===== config.mk =====
export PLATFORM = sky130hd
export DESIGN_NAME = mul_issue_ctrl
export DESIGN_NICKNAME = d
export VERILOG_FILES = /design/src/rtl/mul_issue_ctrl.sv
export SDC_FILE = /design/constraint.sdc
export NUM_CORES = 1
export LEC_CHECK = 0
export CAP_MARGIN = 5
export CORE_UTILIZATION = 38
export DETAILED_ROUTE_END_ITERATION = 8
export GPL_TIMING_DRIVEN = 0
export PLACE_DENSITY = 0.82
export SLEW_MARGIN = 30
export SYNTH_ARGS = -nofsm -noshare
export SYNTH_HDL_FRONTEND = slang
export SYNTH_SLANG_ARGS = --single-unit

===== constraint.sdc =====
create_clock -name clk -period 4.6 [get_ports clk]
set_clock_uncertainty 0.15 [all_clocks]
set_input_delay 1.15 -clock clk [delete_from_list [all_inputs] [get_ports clk]]
set_output_delay 1.15 -clock clk [all_outputs]
set_load 0.02 [all_outputs]

===== src/rtl/mul_issue_ctrl.sv =====
// rtl/mul_issue_ctrl.sv - issue sequencer between the MUL reservation station and a sequential multiplier
//
// Accepts one RV32M multiply per handshake and sign/zero-extends both operands to
// 33 bits. It then pulses the multiplier start, waits out the multiplier latency and
// selects the low or high result half. The result is held for the CDB until granted.
// Only one operation is in flight at a time. A CDB grant and a new issue can be taken
// in the same cycle, so back-to-back operations cost no idle cycle.
//
// Ports:
//   clk, rst          clock, synchronous active-high reset
//   flush             squash the in-flight op; also drops any accept that cycle
//   iss_*             issue handshake from the reservation station (valid/ready, funct3, operands, tags)
//   mul_start         one-cycle start pulse to the multiplier
//   mul_a, mul_b      33-bit extended operands, held from start until complete
//   mul_hold          always 0; the result is buffered here instead
//   mul_complete      multiplier done flag (may stay high from a previous op)
//   mul_product       66-bit two's-complement product
//   cdb_*             result broadcast request/grant, data and destination tags

module mul_issue_ctrl #(
    parameter int MULT_CYCLES = 3,
    parameter int P_WIDTH     = 6,
    parameter int ROB_WIDTH   = 5
) (
    input  logic                 clk,
    input  logic                 rst,
    input  logic                 flush,

    input  logic                 iss_valid,
    output logic                 iss_ready,
    input  logic [2:0]           iss_funct3,
    input  logic [31:0]          iss_rs1_data,
    input  logic [31:0]          iss_rs2_data,
    input  logic [P_WIDTH-1:0]   iss_pd_paddr,
    input  logic [ROB_WIDTH-1:0] iss_rob_idx,

    output logic                 mul_start,
    output logic [32:0]          mul_a,
    output logic [32:0]          mul_b,
    output logic                 mul_hold,
    input  logic                 mul_complete,
    input  logic [65:0]          mul_product,

    output logic                 cdb_req,
    input  logic                 cdb_grant,
    output logic [31:0]          cdb_data,
    output logic [P_WIDTH-1:0]   cdb_paddr,
    output logic [ROB_WIDTH-1:0] cdb_rob_idx
);

    // The counter only has to reach MULT_CYCLES-1; it saturates there so that a
    // multiplier that is late to complete cannot wrap it back below the threshold.
    localparam int             CW       = $clog2(MULT_CYCLES + 1);
    localparam logic [CW-1:0]  CNT_LAST = CW'(MULT_CYCLES - 1);

    localparam logic [2:0] F3_MUL    = 3'b000;
    localparam logic [2:0] F3_MULH   = 3'b001;
    localparam logic [2:0] F3_MULHSU = 3'b010;

    typedef enum logic [1:0] {
        ST_IDLE  = 2'd0,
        ST_START = 2'd1,
        ST_BUSY  = 2'd2,
        ST_DONE  = 2'd3
    } state_t;

    state_t                 state_q;
    state_t                 state_d;
    logic [CW-1:0]          cnt_q;
    logic [2:0]             funct3_q;
    logic [32:0]            mul_a_q;
    logic [32:0]            mul_b_q;
    logic [P_WIDTH-1:0]     paddr_q;
    logic [ROB_WIDTH-1:0]   rob_q;
    logic [31:0]            cdb_data_q;

    logic                   accept;
    logic                   a_signed;
    logic                   b_signed;
    logic                   result_ready;
    logic [31:0]            result_sel;

    // The top two product bits only matter for the 33x33 corner cases that RV32M
    // never asks for; they are not part of any selected result.
    logic [1:0]             unused_product_msbs;
    assign unused_product_msbs = mul_product[65:64];

    // A flush wins over any handshake, so ready drops for that cycle.
    always_comb begin
        iss_ready = 1'b0;
        if (!flush) begin
            if (state_q == ST_IDLE) begin
                iss_ready = 1'b1;
            end else if (state_q == ST_DONE && cdb_grant) begin
                iss_ready = 1'b1;
            end
        end
    end

    assign accept = iss_valid && iss_ready;

    // rs1 is signed for MUL/MULH/MULHSU and rs2 for MUL/MULH. MUL only keeps the
    // low word, so its signedness does not change the result.
    assign a_signed = (iss_funct3 == F3_MUL) || (iss_funct3 == F3_MULH) ||
                      (iss_funct3 == F3_MULHSU);
    assign b_signed = (iss_funct3 == F3_MUL) || (iss_funct3 == F3_MULH);

    // mul_complete can still be high from an earlier (possibly flushed) operation.
    // It is trusted only once the counter shows this op has had its full latency.
    assign result_ready = (cnt_q >= CNT_LAST) && mul_complete;

    assign result_sel = (funct3_q == F3_MUL) ? mul_product[31:0] : mul_product[63:32];

    always_comb begin
        state_d = state_q;
        case (state_q)
            ST_IDLE: begin
                if (accept) begin
                    state_d = ST_START;
                end
            end
            ST_START: begin
                state_d = ST_BUSY;
            end
            ST_BUSY: begin
                if (result_ready) begin
                    state_d = ST_DONE;
                end
            end
            ST_DONE: begin
                if (cdb_grant) begin
                    state_d = accept ? ST_START : ST_IDLE;
                end
            end
            default: begin
                state_d = ST_IDLE;
            end
        endcase
        if (flush) begin
            state_d = ST_IDLE;
        end
    end

    always_ff @(posedge clk) begin
        if (rst) begin
            state_q <= ST_IDLE;
        end else begin
            state_q <= state_d;
        end
    end

    always_ff @(posedge clk) begin
        if (rst) begin
            cnt_q <= '0;
        end else if (flush) begin
            cnt_q <= '0;
        end else if (state_q == ST_BUSY) begin
            if (cnt_q < CNT_LAST) begin
                cnt_q <= cnt_q + 1'b1;
            end
        end else begin
            cnt_q <= '0;
        end
    end

    // Operands and tags are captured at the handshake. They stay put until the next
    // accept, so mul_a/mul_b are stable for the whole multiply.
    always_ff @(posedge clk) begin
        if (rst) begin
            funct3_q <= '0;
            mul_a_q  <= '0;
            mul_b_q  <= '0;
            paddr_q  <= '0;
            rob_q    <= '0;
        end else if (accept) begin
            funct3_q <= iss_funct3;
            mul_a_q  <= {a_signed & iss_rs1_data[31], iss_rs1_data};
            mul_b_q  <= {b_signed & iss_rs2_data[31], iss_rs2_data};
            paddr_q  <= iss_pd_paddr;
            rob_q    <= iss_rob_idx;
        end
    end

    always_ff @(posedge clk) begin
        if (rst) begin
            cdb_data_q <= '0;
        end else if (!flush && state_q == ST_BUSY && result_ready) begin
            cdb_data_q <= result_sel;
        end
    end

    assign mul_start   = (state_q == ST_START);
    assign mul_a       = mul_a_q;
    assign mul_b       = mul_b_q;
    assign mul_hold    = 1'b0;

    assign cdb_req     = (state_q == ST_DONE);
    assign cdb_data    = cdb_data_q;
    assign cdb_paddr   = paddr_q;
    assign cdb_rob_idx = rob_q;

endmodule


== After elaboration in Yosys (flattened, before gate mapping) ==
Cells that the tools add are included.

* Bits in registers: 116
* Word-level logic and storage cells: 45
* Output and inout bits: 113
* Input port bits: 150

* Reduce and logical (&&, ||, !) cells: 14
* Equality and inequality tests: 8
* Bitwise operators: 3
* Order comparisons: 2
* Add/sub/neg operators: 1
* Multiplexer cells: 9

{| class="wikitable"
|+ Operators by type and width
! kind !! number
|-
| $mux W32 || 1
|-
| $pmux W2 S4 || 1
|-
| $logic_not A3 Y1 || 2
|-
| $mux W2 || 3
|-
| $logic_and A1 B1 Y1 || 5
|-
| $eq A2 B2 Y1 const B || 2
|-
| $mux W1 || 4
|-
| $ne A2 B2 Y1 const B || 2
|-
| $eq A3 B1 Y1 const B || 1
|-
| $eq A3 B2 Y1 const B || 1
|-
| $reduce_and A3 Y1 || 1
|-
| $reduce_or A3 Y1 || 1
|-
| $add A2 B1 Y2 const B || 1
|-
| $and A1 B1 Y1 || 2
|-
| $eq A2 B1 Y1 const B || 1
|-
| $ge A2 B2 Y1 const B || 1
|-
| $logic_not A2 Y1 || 1
|-
| $logic_or A1 B1 Y1 || 2
|-
| $lt A2 B2 Y1 const B || 1
|-
| $ne A2 B1 Y1 const B || 1
|-
| $reduce_or A2 Y1 || 1
|-
| $logic_not A1 Y1 || 1
|-
| $not A1 Y1 || 1
|}

== Depth between registers and ports, before layout ==
Gate-level depths: netlist of run 1.

* Word-level depth: 9
* Depth in mapped cells: 8

== Worst setup path after synthesis of run 1 ==
OpenSTA, ideal clock, no wires.

* Path type: input to output
* Start: input cdb_grant
* End: output iss_ready
* Arrival: 1528 ps
* Slack: 1772 ps
* Stages on the path: 2
* Cell sequence: a21oi_1 -> nor2_1

* Word-level cells in the longest chain between the ends: 4

{| class="wikitable"
|+ RTL lines
! item !! line !! text
|-
| from (decl) || 45 || <nowiki>input logic cdb_grant,</nowiki>
|-
| $logic_and A1 B1 Y1 || 94 || <nowiki>end else if (state_q == ST_DONE && cdb_grant) begin</nowiki>
|-
| $mux W1 || 94 ||
|-
| $mux W1 || 92 || <nowiki>if (state_q == ST_IDLE) begin</nowiki>
|-
| $mux W1 || 91 || <nowiki>if (!flush) begin</nowiki>
|-
| to (decl) || 30 || <nowiki>output logic iss_ready,</nowiki>
|}

No other way between the ends.

== Worst setup path after layout of run 1 ==
Same ends and word-level chain as after synthesis.

==> summary by stage, run 1 <==
Placed design
Once detailed placement completed, the half-perimeter wirelength came to 11080 um. The area after detailed placement is 0.007206 mm2. The final estimated routing congestion in global placement is 0.8074. The count of input and output buffers is 258.

Worst setup path
Traced cell by cell, the critical path runs through clkdlybuf4s50_1 -> a21oi_1 -> nor2_1 -> clkdlybuf4s50_1. The cell class contributing the biggest share of worst-path delay is buffers and inverters. STA classifies the critical path endpoint as a primary output. STA classifies the critical path startpoint as an input port. The delay of the slowest cell on the worst path is 0.62 ns.

Data on the critical path arrives at its endpoint at 2.50 ns. The cell seen most often among critical-path stages is sky130_fd_sc_hd__clkdlybuf4s50_1. Among all stages on the critical path, the largest delay is contributed by sky130_fd_sc_hd__clkdlybuf4s50_1. The internal reg-to-reg setup slack is 2.50 ns. The data required time of the critical path is 3.30 ns. The critical setup path kind is in -> out.

The critical path contains buffers and inverters numbering 2 combined. The maximum net fanout on the critical path is 3.

Clock tree
For the worst-skew pair, the clock arrives at the later sink with an insertion delay of 0.39 ns. For this design, the CTS-stage hold fixing added 0 buffers. The longest clock path from root to sink contains 2 buffers. The CTS root buffer is sky130_fd_sc_hd__clkbuf_16.

The deepest level of the CTS H-tree is 4. The clock tree from TritonCTS is built. Clock tree synthesis inserted a total of 17 buffers. The CTS clock-pin slew for the worst setup and hold paths is 0.05 ns. The tree built by TritonCTS fans out to 116 sinks.

Post-CTS timing repair inserted 0 buffers for setup. The post-cts sizing count is 0.

Global routing
Summed over all layers, the global routing overflow is 0. The initial antenna violation count is 0. The largest net degree at the start of global routing is 17. The number of global-route vias before repair is 4654. The global-route total usage across every layer is 0.2311. The global-route wire length before repair is 21360 um.

Floorplanning
The standard-cell row count is 39. The die is 110.1 um tall. For this configuration, the core starts out at a cell density of 0.3892. From left edge to right edge, the die measures 110.1 um. The area enclosed by the die boundary is 0.01213 mm2. Pin placement for this block handled 263 I/O pins. The total area inside the core boundary comes to 0.01142 mm2.

Routing
After detailed routing, the total wire length is 14320 um. The post-detailed-route via-to-cell ratio is 4.897. The post-route antenna net violation count is 0. The routed layout has 4701 vias.

The per-cell routed wire length is 14.92 um. The first TritonRoute pass finished after 4 iterations. For this run, design rule violations remaining after detail routing come to 0. For this block, the initial DRC count from the detailed router was 217.

Logic synthesis
Of the post-synthesis cell area, the dominant cell type holds 0.5225. The largest total area in the synthesized netlist belongs to sky130_fd_sc_hd__dfxtp_1. When the netlist entered floorplanning its net count stood at 682. After technology mapping, the gate count stands at 527. After synthesis the netlist holds a flip-flop and latch count of 116. The number of different library cells in the post-synthesis netlist is 25.

The Yosys step of the flow raised 0 warnings. After synthesis, the cell types taking the most area are sky130_fd_sc_hd__dfxtp_1 (52%), sky130_fd_sc_hd__nand2_1 (14%), sky130_fd_sc_hd__a21oi_1 (9.3%), sky130_fd_sc_hd__mux2i_1 (7.4%), sky130_fd_sc_hd__a211oi_1 (5.4%). Of the synthesized area, sequential elements account for 0.5225.

The synthesized cell area is 0.004444 mm2. The average footprint of a synthesized cell is 8.433 um2.

Power
Summed over all nets, the switching power comes to 660.9 uW. The power density of the placed cells is 364.8 mW/mm2. The share of total power dissipated in the clock network is 0.488. In this run the static leakage power is 0.002974 uW. The share of total power dissipated in sequential elements is 0.370. The maximum resistive drop on vdd is 204.1 uV. Of the total power, the share spent switching nets is 0.2310.

Of the total power, combinational logic draws 0.141. Cell internal power was estimated by the tool at 2200 uW.

STA
In this run the tightest slew margin relative to its limit is 0.6077. Derived from the worst setup path, the maximum achievable clock frequency is 0.2629 GHz. Hold is met by 0.3023 ns. The number of hold-slack violations in the final timing report is 0. Setup repair after global routing left no endpoint under its margin. For the pin with the worst max-slew slack, the measured transition is 0.5884 ns. The max-slew violation count was 0. Setup violations remaining at the end of the flow were counted as 0. In the finished design, the share of the clock period the worst path needs comes to 0.8268. In the final timing run, aggregate negative setup slack is 0 ns. After layout, the minimum clock period comes to 3.803 ns.

Cells and area
The area growth from synthesis to layout is 76.44%. The net count of the finished layout is 959. The final standard cell area without fillers is 0.007841 mm2. Fill cells in the final layout number 894.

0 antenna diodes ended up in the layout. In the layout the commonest cells are sky130_fd_sc_hd__clkdlybuf4s50_1 (258), sky130_fd_sc_hd__nand2_1 (160), sky130_fd_sc_hd__dfxtp_1 (116). Leaving out fill and tap cells, the most frequent cell in the layout is sky130_fd_sc_hd__clkdlybuf4s50_1.

In the final layout, the share of cells above drive strength 1 is 0.06854.

Run
The number of violations of the max-capacitance limit is 0.

Run status
The run finished with clean final reports.

Min path
The class of the most critical hold timing path is reg -> reg.
metal layers:
| layer | vias to the layer above | global-route usage | share of wire |
|---|---|---|---|
| li1 | 2310 | - | - |
| met1 | 2160 | 0.2334 | 0.37 |
| met2 | 202 | 0.4299 | 0.51 |
| met3 | 29 | 0.07525 | 0.091 |
| met4 | 0 | 0.1043 | 0.026 |
| met5 | - | 0 | 0 |
state kept, by name (all words and copies together), names as in the netlist:
name	count
funct3_q	3
cdb_paddr	6
state_q	2
mul_b	33
mul_a	33
cdb_rob_idx	5
cdb_data	32
cnt_q	2
worst register-to-register path, delay by kind of cell, from the launching register on:
kind | cells | cell delay [ns]
buffers and inverters | 1 | 0.46
AO/OA/AOI/OAI | 2 | 0.29
AND/OR/NAND/NOR | 2 | 0.47
flip-flops | 1 | 0.40
adder cells (fa/ha/maj) | 1 | 0.26
worst paths after layout:
path / from / end / cells after the start
min reg2reg: cdb_rob_idx[2] / cdb_rob_idx[2] / 2
max reg2reg: state_q[1] / mul_a[10] / 6
max: cdb_grant / iss_ready / 4
min: cdb_rob_idx[2] / cdb_rob_idx[2] / 2
cell families after synthesis:
group | count (synthesis) | synth area share
buffers and inverters | 46 | 0.04871
muxes | 33 | 0.07433
and+or+nand+nor | 205 | 0.1822
DFF | 116 | 0.5225
adders and majority gates | 5 | 0.01408
other | 1 | 0.0008438
AOI/OAI and AO/OA | 120 | 0.1554
xor gates and xnor gates | 1 | 0.001971
cell type report:
type                    count  area, um2  share of cell area
clock buffers              20      456.7             0.05824
repair buffers            258       2582              0.3293
multi-input cells         365       1906              0.2430
well taps                 143      178.9             0.02282
clock inverters            12      178.9             0.02282
inverters                   5      18.77            0.002393
plain buffers              41      197.7             0.02521
flip-flops and latches    116       2322              0.2962
synthesized netlist by cell type, drive strengths merged:
cell / instances
a211oi: 32
a21oi: 83
a222oi: 1
a32o: 1
buf: 21
clkbuf: 20
conb: 1
dfxtp: 116
ha: 5
inv: 5
mux2i: 33
nand2: 160
nand2b: 1
nand3: 1
nand4b: 1
nor2: 37
nor3: 3
nor3b: 1
o21ai: 3
or2: 1
xor2: 1
power groups by stage:
stage	Combinational [uW]	Sequential, uW	Clock, uW
3_3_place_gp	396	1080	0
4_1_cts	407	1060	1410
5_1_grt	435	1060	1480
2_1_floorplan	133	1120	0
6_report	405	1060	1400
3_5_place_dp	404	1080	0
per-stage QoR:
step | utilization | power, uW | std cells | worst slack [ns]
after CTS | 0.6867 | 2879 | 960 | 0.7818
after global placement | 0.6311 | 1474 | 928 | 0.8062
after detailed placement | 0.6311 | 1485 | 928 | 0.7937
after floorplan | - | 1252 | 527 | 1.772
final | 0.6867 | 2861 | 960 | 0.7965
after global routing | 0.6867 | 2973 | 960 | 0.7256
No activity file was read; power rests on OpenSTA's default activity.
==> inputs of run 2 (changes only) <==
==> constraint.sdc (replaced) <==
create_clock -name clk -period 3.9 [get_ports clk]
set_clock_uncertainty 0.15 [all_clocks]
set_input_delay 0.975 -clock clk [delete_from_list [all_inputs] [get_ports clk]]
set_output_delay 0.975 -clock clk [all_outputs]
set_load 0.02 [all_outputs]
==> results of run 2 <==
The final DEF is identical to that of run 1. Status: finished, final reports clean.
Main changes from that run: setup slack after placement 0.7937 ns -> 0.4437 ns; setup slack after layout 0.7965 ns -> 0.4465 ns; register-to-register setup slack 2.50 ns -> 1.80 ns; total power 2861 uW -> 3374 uW; worst IR drop on VDD 204.1 uV -> 240.7 uV
